`src/rtl/forward_net_pkg.sv`:
```
// Shared types and constants for the EX operand forwarding network.
package forward_net_pkg;

  localparam int REG_W = 5;
  localparam logic [REG_W-1:0] X0 = '0;

  // Producer bookkeeping; result data is kept in a parallel XLEN array.
  typedef struct packed {
    logic             valid;
    logic [REG_W-1:0] rd;
    logic             ready;
  } entry_t;

endpackage

```
`src/rtl/forward_select.sv`:
```
// Youngest-match priority search and operand mux for one EX source.
module forward_select
  import forward_net_pkg::*;
#(
  parameter int XLEN  = 64,
  parameter int DEPTH = 3
) (
  input  entry_t [DEPTH-1:0]           ent,
  input  logic   [DEPTH-1:0][XLEN-1:0] entData,
  input  logic   [REG_W-1:0]           rs,
  input  logic   [XLEN-1:0]            regData,
  output logic   [XLEN-1:0]            data,
  output logic   [DEPTH-1:0]           hit,
  output logic                         pending
);

  // Scan oldest to youngest so the youngest match is written last.
  always_comb begin
    hit     = '0;
    data    = regData;
    pending = 1'b0;
    for (int k = DEPTH - 1; k >= 0; k--) begin
      if (ent[k].valid && ent[k].rd == rs && rs != X0) begin
        hit     = '0;
        hit[k]  = 1'b1;
        data    = entData[k];
        pending = !ent[k].ready;
      end
    end
  end

endmodule

```
`src/rtl/forward_net.sv`:
```
// In-flight producer table with per-source forwarding and load-use stall.
module forward_net
  import forward_net_pkg::*;
#(
  parameter int XLEN    = 64,
  parameter int NUM_SRC = 2,
  parameter int DEPTH   = 3
) (
  input  logic                       clk,
  input  logic                       rst_n,
  input  logic                       hold,
  input  logic                       flush,
  input  logic                       ex_valid,
  input  logic                       ex_regwrite,
  input  logic                       ex_is_load,
  input  logic [REG_W-1:0]           ex_rd,
  input  logic [XLEN-1:0]            ex_result,
  input  logic [XLEN-1:0]            mem_load_data,
  input  logic [NUM_SRC*REG_W-1:0]   src_rs,
  input  logic [NUM_SRC*XLEN-1:0]    src_regdata,
  output logic [NUM_SRC*XLEN-1:0]    fwd_data,
  output logic [NUM_SRC*DEPTH-1:0]   fwd_hit,
  output logic                       load_use_stall,
  output logic [31:0]                stall_count
);

  localparam int L1 = (DEPTH > 1) ? 1 : 0;

  entry_t [DEPTH-1:0]           ent;
  logic   [DEPTH-1:0][XLEN-1:0] entData;
  logic   [NUM_SRC-1:0]         pend;
  logic                         newValid;
  logic                         loadPending;

  for (genvar s = 0; s < NUM_SRC; s++) begin : gSrc
    forward_select #(
      .XLEN  (XLEN),
      .DEPTH (DEPTH)
    ) uSel (
      .ent     (ent),
      .entData (entData),
      .rs      (src_rs[s*REG_W +: REG_W]),
      .regData (src_regdata[s*XLEN +: XLEN]),
      .data    (fwd_data[s*XLEN +: XLEN]),
      .hit     (fwd_hit[s*DEPTH +: DEPTH]),
      .pending (pend[s])
    );
  end

  assign load_use_stall = ex_valid & (|pend);

  // A stalled or flushed EX instruction enters the table as a bubble.
  assign newValid = ex_valid & ex_regwrite & (ex_rd != X0)
                  & ~flush & ~load_use_stall;

  assign loadPending = ent[0].valid & ~ent[0].ready;

  always_ff @(posedge clk) begin
    if (!rst_n) begin
      ent         <= '0;
      entData     <= '0;
      stall_count <= '0;
    end else if (!hold) begin
      ent[0].valid <= newValid;
      ent[0].rd    <= ex_rd;
      ent[0].ready <= ~ex_is_load;
      entData[0]   <= ex_result;
      for (int k = 1; k < DEPTH; k++) begin
        ent[k]     <= ent[k-1];
        entData[k] <= entData[k-1];
      end
      // Load data returns while the load moves from MEM into WB.
      if (DEPTH > 1 && loadPending) begin
        ent[L1].ready <= 1'b1;
        entData[L1]   <= mem_load_data;
      end
      if (load_use_stall && stall_count != 32'hFFFF_FFFF) begin
        stall_count <= stall_count + 32'd1;
      end
    end
  end

endmodule

```
`config.mk`:
```
export PLATFORM = sky130hd
export DESIGN_NAME = forward_net
export DESIGN_NICKNAME = d
export VERILOG_FILES = /design/src/rtl/forward_net_pkg.sv /design/src/rtl/forward_select.sv /design/src/rtl/forward_net.sv
export SDC_FILE = /design/constraint.sdc
export NUM_CORES = 1
export LEC_CHECK = 0
export ABC_AREA = 1
export CORE_MARGIN = 10
export CORE_UTILIZATION = 51
export DETAILED_ROUTE_END_ITERATION = 7
export GPL_ROUTABILITY_DRIVEN = 0
export GPL_TIMING_DRIVEN = 1
export MAX_ROUTING_LAYER = met4
export PLACE_DENSITY = 0.87
export SYNTH_ARGS = -nofsm -noshare
export SYNTH_HDL_FRONTEND = slang
export SYNTH_SLANG_ARGS = --single-unit
export TNS_END_PERCENT = 100
```
`constraint.sdc`:
```
create_clock -name clk -period 4.1 [get_ports clk]
set_input_delay 0.615 -clock clk [delete_from_list [all_inputs] [get_ports clk]]
set_output_delay 0.615 -clock clk [all_outputs]
set_load 0.03 [all_outputs]
```
==> flow_summary_export.csv, run 1 <==
group,metric,value,unit
clock_network,cts_buffers,27,
synth,synthAdderAreaFrac,0.09065,%
clock_network,htreeDepth,1,
synth,synth_compound_area_share,36.33,%
setup_path,crit_arrival,3.36,ns
clock_network,cts.sinks,245,
synth,synth_xor_area_share,1.586,%
grt,grt_pass1_vias,15800,
synth,synth-main-ff-cell,"dfxtp_1",
placement,dp_hpwl,40290,um
routing,drc_errors,0,
finish,layoutNonFillerInstCount,2781,
finish,mostFrequentLayoutCell,"clkdlybuf4s50_1",
sta,drv_slew,0,
finish,post-route-util,72.93,%
placement,placed_area,18390,um^2
sta,tightest_slew,0.8210,ns
setup_path,reg2reg_depth,16,
sta,post-route-period-util,96.96,%
routing,first_pass_iters,8,
finish,area_delta_synth_final,41.61,%
sta,clock_skew,0.01068,ns
sta,hold_viol,0,
synth,synth_top_family_by_area,"compound AO/OA/AOI/OAI gates",
synth,syn-num-nets,2343,
die,start_util,51.50,%
synth,synth.avg_cell_area,6.688,um^2
die,die_h,184.5,um
setup_path,cp-startpoint,"src_rs[7]",
setup_path,required,3.48,ns
die,row_count,60,
grt,grt_overflow,0,
sta,fmax,0.2515,GHz
synth,synthMuxAreaShare,0.07252,%
synth,synth_seq_cells,245,
setup_path,r2r-start,"ent[11]",
synth,yosysSeqAreaShare,35.53,%
synth,yosysTopAreaCell,"dfxtp_1",
synth,netlist_area,13800,um^2
placement,io_buffers,444,
clock_network,clock-root-buffer,"clkbuf_16",
setup_path,crit_end,"fwd_data[108]",
clock_network,worstSkewPairLatency,0.53,ns
die,die_w,184.5,um
routing,via_count,16800,
setup_path,cp-end-kind,"output pin",
grt,groute.usage.overall,32.51,%
worst_hold_path,hold_class,"reg2reg",
synth,synth_area_leaders,"dfxtp_1, a21oi_1, o21ai_0, inv_1, nand2_1",
routing,drt_iter0_drc,1963,
setup_path,cp_max_fo,35,
synth,synthSimpleGateAreaFrac,11.84,%
status,status,"completed",
power_and_ir_drop,vdd_drop_max,0.0003057,V
run,drv_cap,0,
power_and_ir_drop,power_density,344.3,nW/um^2
die,dieArea,34050,um^2
synth,ys_types,37,
synth,async_flop_share,0,%
clock_network,cts_tree,"yes",
setup_path,critPathKind,"in2out",
grt,grt_pass1_wl,86630,um
routing,wl,57680,um
routing,wire_per_inst,20.74,um
finish,final_nets,2686,
clock_network,clk_pin_slew,0.06,ns
clock_network,clockBufferDepth,3,
setup_path,setup.worst_path.start_class,"primary input",
synth,synth_edf_count,0,
routing,ant_nets,0,
sta,tns,0,ns
placement,placed_cells,2716,
power_and_ir_drop,leakage,8.168,nW
setup_path,worst_r2r_endpoint,"stall_count[0]",
routing,viasPerCell,6.042,
sta,min_period,3.975,ns
finish,final_area,19550,um^2
die,core,26800,um^2
grt,grt_antenna_before_repair,10,
finish,drive_gt1_share,6.224,%
setup_path,ff2ff_setup_slack,1.31,ns
sta,setup_violations,0,
sta,max-slew-margin-rel,45.27,%
finish,layout_common_cells,"clkdlybuf4s50_1, inv_1, a21oi_1, o21ai_0, dfxtp_1",
grt,grt_max_degree,191,
die,ios,445,
synth,synthCells,2064,
synth,synth_top_area_share,35.53,%
synth,yosysWarnings,0,
routing by layer:
layer	GRT usage, %	part of all wire (%)	wire length [um]
met2	50.74	46	26710
met4	16.16	5.3	3029
met1	39.23	38	21640
met5	-	0	0
met3	6.675	11	6301
metrics by stage:
step	power, mW	worst slack, ns	hold slack (ns)
after floorplan	3.278	1.282	0.4340
after global placement	3.854	0.2094	0.4516
after detailed placement	3.883	0.1631	0.4617
after CTS	6.723	0.1290	0.4705
after global routing	6.962	-0.01311	0.5011
final	6.729	0.1246	0.4733
layout make-up:
type	instances	area [um^2]
Tap cell	341	426.7
Clock inverter	15	302.8
Inverter	351	1318
Multi-Input combinational cell	1298	6930
Timing Repair Buffer	484	4881
Antenna cell	14	35.03
Clock buffer	33	748.2
Sequential cell	245	4905
Fill cell	2069	7254
worst max-delay path, stage by stage:
cell and delay, ns:
clkdlybuf4s50_1 0.56, nor2_1 0.22, nand2_1 0.07, nor2_1 0.16
nor2_1 0.09, nand2_2 0.14, inv_1 0.07, nand2_2 0.11
buf_12 0.25, o22ai_1 0.13, a41oi_1 0.18, o21ai_0 0.13
clkdlybuf4s50_1 0.63
how the worst min path moves through the flow:
stage                 start      end  cells past startpoint
detailed placement  ent[14]  ent[14]                      2
global route        ent[14]  ent[14]                      2
global placement    ent[14]  ent[14]                      2
floorplan           ent[14]  ent[14]                      2
CTS                 ent[14]  ent[14]                      2
finish              ent[14]  ent[14]                      2
what timing repair did:
| item | in CTS | in global routing |
|---|---|---|
| hold buffers | 0 | 0 |
| resized for setup | 0 | 7 |
| setup buffers | 0 | 3 |
| endpoints found under the setup margin | 0 | 10 |
cells in the mapped netlist (2+ instances only):
library cell and n:
inv_1 339, a21oi_1 338, o21ai_0 338, dfxtp_1 245
nand2_1 174, nor2_1 158, clkbuf_1 134, o221ai_1 64
a41oi_1 63, o22ai_1 63, xor2_1 24, nand3_1 16
buf_1 15, buf_2 15, nor3_1 14, inv_2 12
nand4_1 10, o21bai_1 10, buf_4 3, buf_6 3
nor2_2 3, nor4_1 3, a211oi_1 2, nand2_2 2
nand4_4 2, nor3_4 2, o21ai_1 2
cells by family after synthesis:
family / Yosys count
buffers and inverters: 521
multiplexers: 1
adder cells (fa/ha/maj): 1
flip-flops: 245
AO/OA/AOI/OAI: 883
AND/OR/NAND/NOR: 388
XOR/XNOR: 25
flip-flops by register name, indices dropped and copies added, names as in the netlist:
name	flops
entData	192
ent	21
stall_count	32
where the power goes:
group          leakage (nW)  switching (mW)  total [mW]  internal, mW
logic                  5.63           0.725        1.28         0.557
clock network         0.517            1.01        2.86          1.85
registers              2.02          0.0584        2.58          2.53
total                  8.17            1.79        6.73          4.94
Note: power is estimated with default switching activity, not from simulation.
==> run 2, diff against run 1 <==
--- a/config.mk
+++ b/config.mk
@@ -7,12 +7,12 @@
 export LEC_CHECK = 0
 export ABC_AREA = 1
 export CORE_MARGIN = 10
-export CORE_UTILIZATION = 51
+export CORE_UTILIZATION = 47
 export DETAILED_ROUTE_END_ITERATION = 7
 export GPL_ROUTABILITY_DRIVEN = 0
 export GPL_TIMING_DRIVEN = 1
 export MAX_ROUTING_LAYER = met4
-export PLACE_DENSITY = 0.87
+export PLACE_DENSITY = 0.81
 export SYNTH_ARGS = -nofsm -noshare
 export SYNTH_HDL_FRONTEND = slang
 export SYNTH_SLANG_ARGS = --single-unit
==> constraint.sdc (replaced) <==
create_clock -name clk -period 3.7 [get_ports clk]
set_input_delay 0.555 -clock clk [delete_from_list [all_inputs] [get_ports clk]]
set_output_delay 0.555 -clock clk [all_outputs]
set_load 0.03 [all_outputs]
==> run 2 against run 1 <==
  * Register-to-register slack got worse by 0.31 ns
  * Utilization decreased by 5.0 points
  * Sequential power increased by 11%
  * Clock-buffer cell count increased by 7
  * Via count decreased by 2.1%
  * Clock power decreased by 5%
  * Sequential share of layout area decreased by 0.067 points
  * Clock skew increased by 0.0061 ns
  * Worst setup slack improved by 0.050 ns
  * Non-clock buffer count decreased by 5
  * Largest power group is now registers
==> flow_summary_export.csv, run 2 (synthesized netlist as in run 1, its figures left out) <==
group,metric,value,unit
finish,multi_input_area,6938,um^2
setup_path,cpPeakStageDelay,0.55,ns
sta,min_period,3.526,ns
routing,ant_nets,0,
sta,hold_viol,0,
finish,fill_cells,2487,
power_and_ir_drop,power_density,357.4,nW/um^2
grt,grt_overflow,0,
sta,tightest_slew,1.206,ns
power_and_ir_drop,p_total,7.005,mW
die,row_count,62,
run,drv_cap,0,
clock_network,worstSkewPairLatency,0.54,ns
grt,groute.usage.overall,30.01,%
setup_path,required,3.14,ns
setup_path,path_common_cell,"buf_4",
die,dieArea,36620,um^2
power_and_ir_drop,p_sw,1.956,mW
finish,final_nets,2681,
clock_network,clock-root-buffer,"clkbuf_16",
setup_path,crit_arrival,2.97,ns
power_and_ir_drop,swShare,27.93,%
clock_network,clk_pin_slew,0.06,ns
finish,seqCellArea,4905,um^2
grt,grt_max_degree,176,
routing,first_pass_iters,8,
routing,drc_errors,0,
sta,post-route-period-util,95.29,%
finish,regMostFlops,"entData",
die,core,28860,um^2
finish,layout_common_cells,"inv_1, a21oi_1, o21ai_0",
die,ios,445,
power_and_ir_drop,leakage,8.525,nW
sta,drv_slew,0,
sta,clock_skew,0.01680,ns
grt,grt_pass1_vias,15700,
finish,final_area,19600,um^2
sta,setup_violations,0,
placement,placed_cells,2756,
sta,max-slew-margin-rel,19.50,%
die,start_util,47.83,%
sta,rsz0062_at_grt,"false",
worst_hold_path,hold_class,"reg2reg",
finish,largest_reg_flops,192,
clock_network,cts_buffers,27,
setup_path,path_cells,"clkdlybuf4s50_1 > inv_1 > nand2_1 > nand3_1 > nor2_1 > nand3_4 > buf_12 > buf_4 > o22ai_1 > a41oi_1 > o21ai_0 > buf_4",
die,die_h,191.4,um
setup_path,cp_max_fo,64,
routing,wl,57030,um
die,die_w,191.4,um
routing,viasPerCell,5.841,
status,status,"completed",
placement,placed_area,18580,um^2
routing,drt_iter0_drc,1676,
routing,wire_per_inst,20.26,um
power_and_ir_drop,seqPwrFrac,40.8,%
setup_path,critPathSlowestCell,"clkdlybuf4s50_1",
finish,layoutNonFillerInstCount,2815,
setup_path,critPathKind,"in2out",
clock_network,cts.hold.buffers_added,0,
power_and_ir_drop,vdd_drop_max,0.0003379,V
power_and_ir_drop,p_clk_share,39.0,%
setup_path,setup.worst_path.start_class,"primary input",
clock_network,cts_tree,"yes",
finish,area_delta_synth_final,41.99,%
clock_network,cts.sinks,245,
clock_network,htreeDepth,1,
power_and_ir_drop,intPower,5.048,mW
clock_network,clockBufferDepth,3,
routing,via_count,16440,
finish,drive_gt1_share,7.851,%
sta,holdWs,0.4710,ns
setup_path,cp-end-kind,"output pin",
grt,grt_antenna_before_repair,11,
power_and_ir_drop,combPwrFrac,20.2,%
sta,fmax,0.2836,GHz
grt,grt_pass1_wl,86390,um
placement,io_buffers,444,
placement,dp_hpwl,39160,um
finish,reg_top3,"entData x192, stall_count x32, ent x21",
-- run 2: cell types whose count changed in the layout (fill, tap and decap cells not counted), sizes merged --
cell / delta
clkinv: -1
clkdlybuf4s50: -98
diode: -3
dlygate4sd2: +22
inv: +1
bufinv: -7
dlymetal6s2s: +28
clkbuf: +8
clkinvlp: -1
buf: +42
-- run 2: through the flow --
step	util, %	setup TNS [ns]	worst slack, ns
floorplan	-	0	1.002
global placement	64.39	0	0.06681
detailed placement	64.39	-0.1227	-0.05442
CTS	67.39	0	0.00006350
global route	67.92	0	0.0004821
finish	67.92	0	0.1741
-- run 2: timing repair --
action                                  CTS  global route
buffers inserted                          0             0
endpoints found under the setup margin   22            47
gates cloned                              0             1
gates resized for setup                  22            38
-- run 2: path summary, 6_finish.rpt --
kind | cells past startpoint | end | from | slack [ns]
max | 12 | fwd_data[84] | src_rs[6] | 0.17
min | 2 | ent[14] | ent[14] | 0.47
max reg2reg | 19 | stall_count[6] | ent[2] | 1.00
min reg2reg | 2 | ent[14] | ent[14] | 0.47
-- run 2: layout make-up --
cell class | count | area share [%]
clock inverter | 7 | 0.4533
sequential | 245 | 25.03
inverter | 351 | 6.722
clock buffer | 40 | 4.105
multi-input combinational | 1298 | 35.40
tap | 384 | 2.451
antenna | 11 | 0.1404
timing repair buffer | 479 | 25.70
-- run 2: critical path: cells and delay by family --
kind / cells / cell delay [ns]
buffers and inverters: 5 / 1.36
and+or+nand+nor: 4 / 0.56
AOI/OAI and AO/OA: 3 / 0.40
-- run 2: layer usage --
| metal | up-vias | GRT usage, % | routed length [um] |
|---|---|---|---|
| met3 | 187 | 6.724 | 5551 |
| li1 | 7717 | - | - |
| met2 | 942 | 47.20 | 26620 |
| met1 | 7597 | 35.74 | 22150 |
| met4 | 0 | 14.51 | 2714 |
| met5 | - | - | 0 |
-- run 2: power by group through the flow --
stage                     Combinational [mW]  Sequential [mW]  Clock [mW]
after floorplan                        0.727             2.91           0
after detailed placement                1.40             2.92           0
after global routing                    1.53             2.88        2.86
final                                   1.41             2.86        2.73
after CTS                               1.40             2.86        2.77
after global placement                  1.38             2.91           0
